File: src/rtl/usb_rx_pkg.sv
// Shared types and constants for the USB receive-side token path.
// Holds FSM states, token PID codes, SYNC pattern and field widths.
package usb_rx_pkg;

  typedef enum logic [1:0] {
    StIdle,
    StPid,
    StData,
    StWaitEop
  } state_e;

  localparam int unsigned PidW     = 4;
  localparam int unsigned AddrW    = 7;
  localparam int unsigned EndpW    = 4;
  localparam int unsigned Crc5W    = 5;
  localparam int unsigned FieldW   = AddrW + EndpW;
  localparam int unsigned DataBits = FieldW + Crc5W;

  localparam logic [PidW-1:0] PidOut   = 4'b0001;
  localparam logic [PidW-1:0] PidIn    = 4'b1001;
  localparam logic [PidW-1:0] PidSof   = 4'b0101;
  localparam logic [PidW-1:0] PidSetup = 4'b1101;

  // Shift-register view: newest bit enters at the MSB.
  localparam logic [7:0] SyncPattern = 8'b1000_0000;

  function automatic logic is_token_pid(input logic [PidW-1:0] pid);
    logic res;
    unique case (pid)
      PidOut, PidIn, PidSof, PidSetup: res = 1'b1;
      default:                         res = 1'b0;
    endcase
    return res;
  endfunction

endpackage

File: src/rtl/usb_rx_token_decoder.sv
// USB token-packet decoder: finds SYNC, checks the PID, stages the 11-bit
// address/endpoint field and judges the packet with an external CRC5 checker.
module usb_rx_token_decoder
  import usb_rx_pkg::*;
#(
  parameter int unsigned IdleTimeout = 64
) (
  input  logic             clk,
  input  logic             n_rst,
  input  logic             d_orig,
  input  logic             shift_enable,
  input  logic             eop,
  input  logic             crc_check_5,
  output logic             crc_clear,
  output logic             crc_shift_enable,
  output logic             token_valid,
  output logic             token_err,
  output logic [PidW-1:0]  token_pid,
  output logic [AddrW-1:0] token_addr,
  output logic [EndpW-1:0] token_endp,
  output logic             busy
);

  localparam int unsigned TmoW     = $clog2(IdleTimeout + 1);
  localparam logic [3:0]  PidLast  = 4'd7;
  localparam logic [3:0]  FieldEnd = 4'(FieldW);
  localparam logic [3:0]  DataLast = 4'(DataBits - 1);

  state_e              state_q, state_d;
  logic [7:0]          sync_q, sync_d;
  logic [7:0]          pid_q, pid_d;
  logic [FieldW-1:0]   field_q, field_d;
  logic [3:0]          bit_cnt_q, bit_cnt_d;
  logic [TmoW-1:0]     tmo_q, tmo_d;
  logic                crc_clear_q, crc_clear_d;
  logic                valid_q, valid_d;
  logic                err_q, err_d;
  logic [PidW-1:0]     tok_pid_q, tok_pid_d;
  logic [AddrW-1:0]    tok_addr_q, tok_addr_d;
  logic [EndpW-1:0]    tok_endp_q, tok_endp_d;

  always_comb begin
    state_d     = state_q;
    sync_d      = sync_q;
    pid_d       = pid_q;
    field_d     = field_q;
    bit_cnt_d   = bit_cnt_q;
    tmo_d       = '0;
    crc_clear_d = 1'b0;
    valid_d     = 1'b0;
    err_d       = 1'b0;
    tok_pid_d   = tok_pid_q;
    tok_addr_d  = tok_addr_q;
    tok_endp_d  = tok_endp_q;

    if (state_q != StIdle) begin
      tmo_d = shift_enable ? '0 : tmo_q + TmoW'(1);
    end

    unique case (state_q)
      StIdle: begin
        if (shift_enable) begin
          sync_d = {d_orig, sync_q[7:1]};
          if (sync_d == SyncPattern) begin
            // History is wiped so SYNC cannot re-fire until the next IDLE.
            sync_d      = '0;
            bit_cnt_d   = '0;
            crc_clear_d = 1'b1;
            state_d     = StPid;
          end
        end
      end
      StPid: begin
        if (eop) begin
          err_d   = 1'b1;
          state_d = StIdle;
        end else if (shift_enable) begin
          pid_d     = {d_orig, pid_q[7:1]};
          bit_cnt_d = bit_cnt_q + 4'd1;
          if (bit_cnt_q == PidLast) begin
            bit_cnt_d = '0;
            if (pid_d[7:4] != ~pid_d[3:0]) begin
              err_d   = 1'b1;
              state_d = StIdle;
            end else if (is_token_pid(pid_d[3:0])) begin
              state_d = StData;
            end else begin
              state_d = StIdle;
            end
          end
        end
      end
      StData: begin
        if (shift_enable) begin
          if (bit_cnt_q < FieldEnd) begin
            field_d = {d_orig, field_q[FieldW-1:1]};
          end
          bit_cnt_d = bit_cnt_q + 4'd1;
          if (bit_cnt_q == DataLast) begin
            state_d = StWaitEop;
          end
        end
        // A coincident eop still lets the bit shift, but the CRC is not yet valid.
        if (eop) begin
          err_d   = 1'b1;
          state_d = StIdle;
        end
      end
      StWaitEop: begin
        if (shift_enable) begin
          err_d   = 1'b1;
          state_d = StIdle;
        end else if (eop) begin
          if (crc_check_5) begin
            valid_d    = 1'b1;
            tok_pid_d  = pid_q[3:0];
            tok_addr_d = field_q[AddrW-1:0];
            tok_endp_d = field_q[FieldW-1:AddrW];
          end else begin
            err_d = 1'b1;
          end
          state_d = StIdle;
        end
      end
      default: state_d = StIdle;
    endcase

    if (state_q != StIdle && state_d != StIdle && tmo_d == TmoW'(IdleTimeout)) begin
      err_d   = 1'b1;
      state_d = StIdle;
    end
    if (state_d == StIdle) begin
      tmo_d = '0;
    end
  end

  always_ff @(posedge clk or negedge n_rst) begin
    if (!n_rst) begin
      state_q     <= StIdle;
      sync_q      <= '0;
      pid_q       <= '0;
      field_q     <= '0;
      bit_cnt_q   <= '0;
      tmo_q       <= '0;
      crc_clear_q <= 1'b0;
      valid_q     <= 1'b0;
      err_q       <= 1'b0;
      tok_pid_q   <= '0;
      tok_addr_q  <= '0;
      tok_endp_q  <= '0;
    end else begin
      state_q     <= state_d;
      sync_q      <= sync_d;
      pid_q       <= pid_d;
      field_q     <= field_d;
      bit_cnt_q   <= bit_cnt_d;
      tmo_q       <= tmo_d;
      crc_clear_q <= crc_clear_d;
      valid_q     <= valid_d;
      err_q       <= err_d;
      tok_pid_q   <= tok_pid_d;
      tok_addr_q  <= tok_addr_d;
      tok_endp_q  <= tok_endp_d;
    end
  end

  assign crc_shift_enable = shift_enable && (state_q == StData);
  assign crc_clear        = crc_clear_q;
  assign token_valid      = valid_q;
  assign token_err        = err_q;
  assign token_pid        = tok_pid_q;
  assign token_addr       = tok_addr_q;
  assign token_endp       = tok_endp_q;
  assign busy             = (state_q != StIdle);

endmodule

File: config.mk
export PLATFORM = sky130hd
export DESIGN_NAME = usb_rx_token_decoder
export DESIGN_NICKNAME = d
export VERILOG_FILES = /design/src/rtl/usb_rx_pkg.sv /design/src/rtl/usb_rx_token_decoder.sv
export SDC_FILE = /design/constraint.sdc
export NUM_CORES = 1
export LEC_CHECK = 0
export CORE_MARGIN = 5
export CORE_UTILIZATION = 40
export CTS_CLUSTER_DIAMETER = 50
export DETAILED_ROUTE_END_ITERATION = 10
export PLACE_DENSITY_LB_ADDON = 0.3
export SETUP_SLACK_MARGIN = 0.2
export SLEW_MARGIN = 20
export SYNTH_ARGS = -nofsm -noshare
export SYNTH_HDL_FRONTEND = slang
export SYNTH_SLANG_ARGS = --single-unit
File: constraint.sdc
create_clock -name clk -period 3.4 [get_ports clk]
set_input_delay 0.68 -clock clk [delete_from_list [all_inputs] [get_ports clk]]
set_output_delay 0.68 -clock clk [all_outputs]
set_load 0.01 [all_outputs]
==> results.toml <==
[synthesis]
synthAdderAreaFrac_pct = 3.19
yosysUniqueCellTypes = 45
ys.flop_type = "dfrtp_1"
async_flop_share_pct = 100
syn_area_per_cell_um2 = 12.7
synthesis.nets = 230
synth_compound_area_share_pct = 10.7
netlist_instances = 217
ys_warn_count = 0
synth_area_leaders = "dfrtp_1, mux2_2, ha_1"
synthSimpleGateAreaFrac_pct = 11.7
synth_top_family_by_area = "multiplexers"
yosys_register_bits = 57
synthXorXnorAreaFrac_pct = 2.55
ys_seq_area_share_pct = 51.9
yosysTopAreaCell = "dfrtp_1"
syn_area_um2 = 2750
netlist_top_cells_count = "dfrtp_1, mux2_2, nand2_1"
synth_edf_count = 0
synth_most_common_cell = "dfrtp_1"
synth.top_cell.area_share_pct = 51.9
synthMuxAreaShare_pct = 17.2

[clock_network]
clockBufferDepth = 2
cts-resized-gates = 0
cts_hold_buf = 0
root_buffer = "clkbuf_8"
worst_skew_pair.late_latency_ns = 0.34
cts_setup_buffers = 0
clkSinkCount = 57
htree_levels = 3
path_clk_slew_ns = 0.07
cts_tree = "yes"
cts_buffers = 9

[die]
die_h_um = 92.9
ios = 26
core-area_um2 = 6760
start_util_pct = 40.7
rows = 30
die_w_um = 92.9
dieArea_um2 = 8630

[route]
dr_total_vias = 1753
post-route-drc-count = 0
drt.antenna.violating_nets = 0
routed_wl_mm = 5.04
firstDrtPassIters = 4
post_drt_wl_per_cell_um = 15.1
viasPerCell = 5.25
drtIter0Drc = 72

[critical_path]
r2r_cells = 7
worstPathMaxFanout = 9
worstPathArrival_ns = 2.07
end_kind = "output port"
start_kind = "primary input"
worstSetupPathType = "primary input to output port"
required_ns = 2.72
rr_endpoint = "tmo_q[6]$_DFF_PN0_"
rrSetupSlack_ns = 1.23
r2r_start = "state_q[1]$_DFF_PN0_"

[sta]
period_needed_ns = 2.75
holdWs_ns = 0.247
worst_slew_pin_slew_ns = 0.778
setup_violations = 0
finalSetupTns_ns = 0
hold_viol_final = 0
final_max_slew_viol_count = 0
fmax_mhz = 364
finalCritPeriodShare_pct = 80.8
fin_skew_ns = 0.00800
rsz0062_at_grt = "false"
relSlewSlack_pct = 48.0

[global_route]
grt_usage_pct = 13.0
antenna_found_initial = 0
grt_start_max_net_pins = 30
gr-total-overflow = 0
grt_pass1_wl_mm = 8.79
grt_pass1_vias = 1876

[power]
power_frac_seq_pct = 40.9
p_sw_mw = 0.832
power_mw = 2.42
leakage_nw = 1.45
p_sw_share_pct = 34.3
vdd.ir_drop.worst_v = 0.000276
power_frac_clock_pct = 26.8
pwr-share-comb_pct = 32.4
power.internal_mw = 1.59
power_density_nw_per_um2 = 739

[place]
io_buffer_count = 25
hpwlAfterDp_mm = 3.61
gp_congestion = 0.852

[layout]
fillers = 624
drive_gt1_share_pct = 28.0
final_nets = 262
n_antenna_cell = 0
syn_to_final_growth_pct = 19.4

[run]
drv_cap = 0

[outcome]
outcome = "complete, no violations"

[worst_hold_path]
hold_class = "primary input to asynchronous set/reset pin"
[layout make-up]
class,count,area [µm²],share of cell area (%)
repair buffers,28,268,8.16
clock inverters,6,66.3,2.02
well taps,80,100,3.05
clock buffers,10,138,4.20
flip-flops and latches,57,1430,43.5
multi-input cells,144,1250,38.0
inverters,9,33.8,1.03
[sequential cells by signal (all words and copies together) (netlist names)]
register / cells
token_pid: 4
bit_cnt_q: 4
state_q: 2
token_valid: 1
token_addr: 7
tmo_q: 7
field_q: 11
sync_q: 7
token_err: 1
pid_q: 8
crc_clear: 1
token_endp: 4
[cell usage in the layout (no fill, tap or decap), types with 3 or more instances in the layout]
cell / Yosys / final
nor2b_1: 5 / 5
clkdlybuf4s50_1: 0 / 24
a211oi_1: 5 / 5
nand3_1: 8 / 8
nor3_1: 4 / 4
buf_4: 1 / 3
a21oi_1: 5 / 5
nand4_1: 4 / 4
o21ai_0: 6 / 6
mux2_2: 41 / 41
ha_1: 7 / 7
inv_1: 9 / 9
dfrtp_1: 57 / 57
nand2_1: 12 / 12
nor2_1: 5 / 5
xor2_1: 5 / 5
clkinvlp_4: 0 / 3
clkbuf_8: 0 / 10
xnor2_1: 3 / 3
[logic make-up (layout without fill, tap and decap cells)]
family | Yosys count | after routing
adders and majority gates | 7 | 7
buffers and inverters | 16 | 53
muxes | 42 | 42
DFF | 57 | 57
and+or+nand+nor | 54 | 54
xor gates and xnor gates | 8 | 8
AOI/OAI and AO/OA | 33 | 33
[metrics by stage]
stage	utilization (%)	cells	instance area [µm²]	worst slack, ns
CTS	48.5	334	3280	0.637
global placement	45.5	318	3080	0.553
global route	48.5	334	3280	0.616
detailed placement	45.5	318	3080	0.513
floorplan	-	217	2750	1.51
finish	48.5	334	3280	0.652
[worst max-delay path, stage by stage]
cell and delay [ns]:
clkdlybuf4s50_1 0.64, and2_1 0.21, clkdlybuf4s50_1 0.54
[power by group through the flow]
| stage | registers [mW] | clock network (mW) | logic [mW] |
|---|---|---|---|
| finish | 0.991 | 0.649 | 0.785 |
| global route | 1.01 | 0.690 | 0.881 |
| CTS | 0.990 | 0.662 | 0.798 |
| detailed placement | 1.00 | 0 | 0.795 |
| global placement | 0.995 | 0 | 0.775 |
| floorplan | 0.977 | 0 | 0.571 |
[how the worst max path moves through the flow]
stage	from	to	slack, ns	cells past startpoint
CTS	shift_enable	crc_shift_enable	0.64	3
global placement	shift_enable	token_endp[1]$_DFFE_PN0P_	0.55	5
floorplan	state_q[1]$_DFF_PN0_	tmo_q[6]$_DFF_PN0_	1.51	7
finish	shift_enable	crc_shift_enable	0.65	3
global route	shift_enable	crc_shift_enable	0.62	3
detailed placement	shift_enable	token_endp[1]$_DFFE_PN0P_	0.51	5
[metal layers]
metal	wire length [µm]	track usage, %	vias to the layer above	share of wire [%]
li1	-	-	851	-
met1	2400	16.0	873	48
met2	2410	20.8	20	48
met3	128	3.17	9	2.5
met4	101	7.33	0	2.0
met5	0	0	-	0
(Power assumes the default switching activity.)
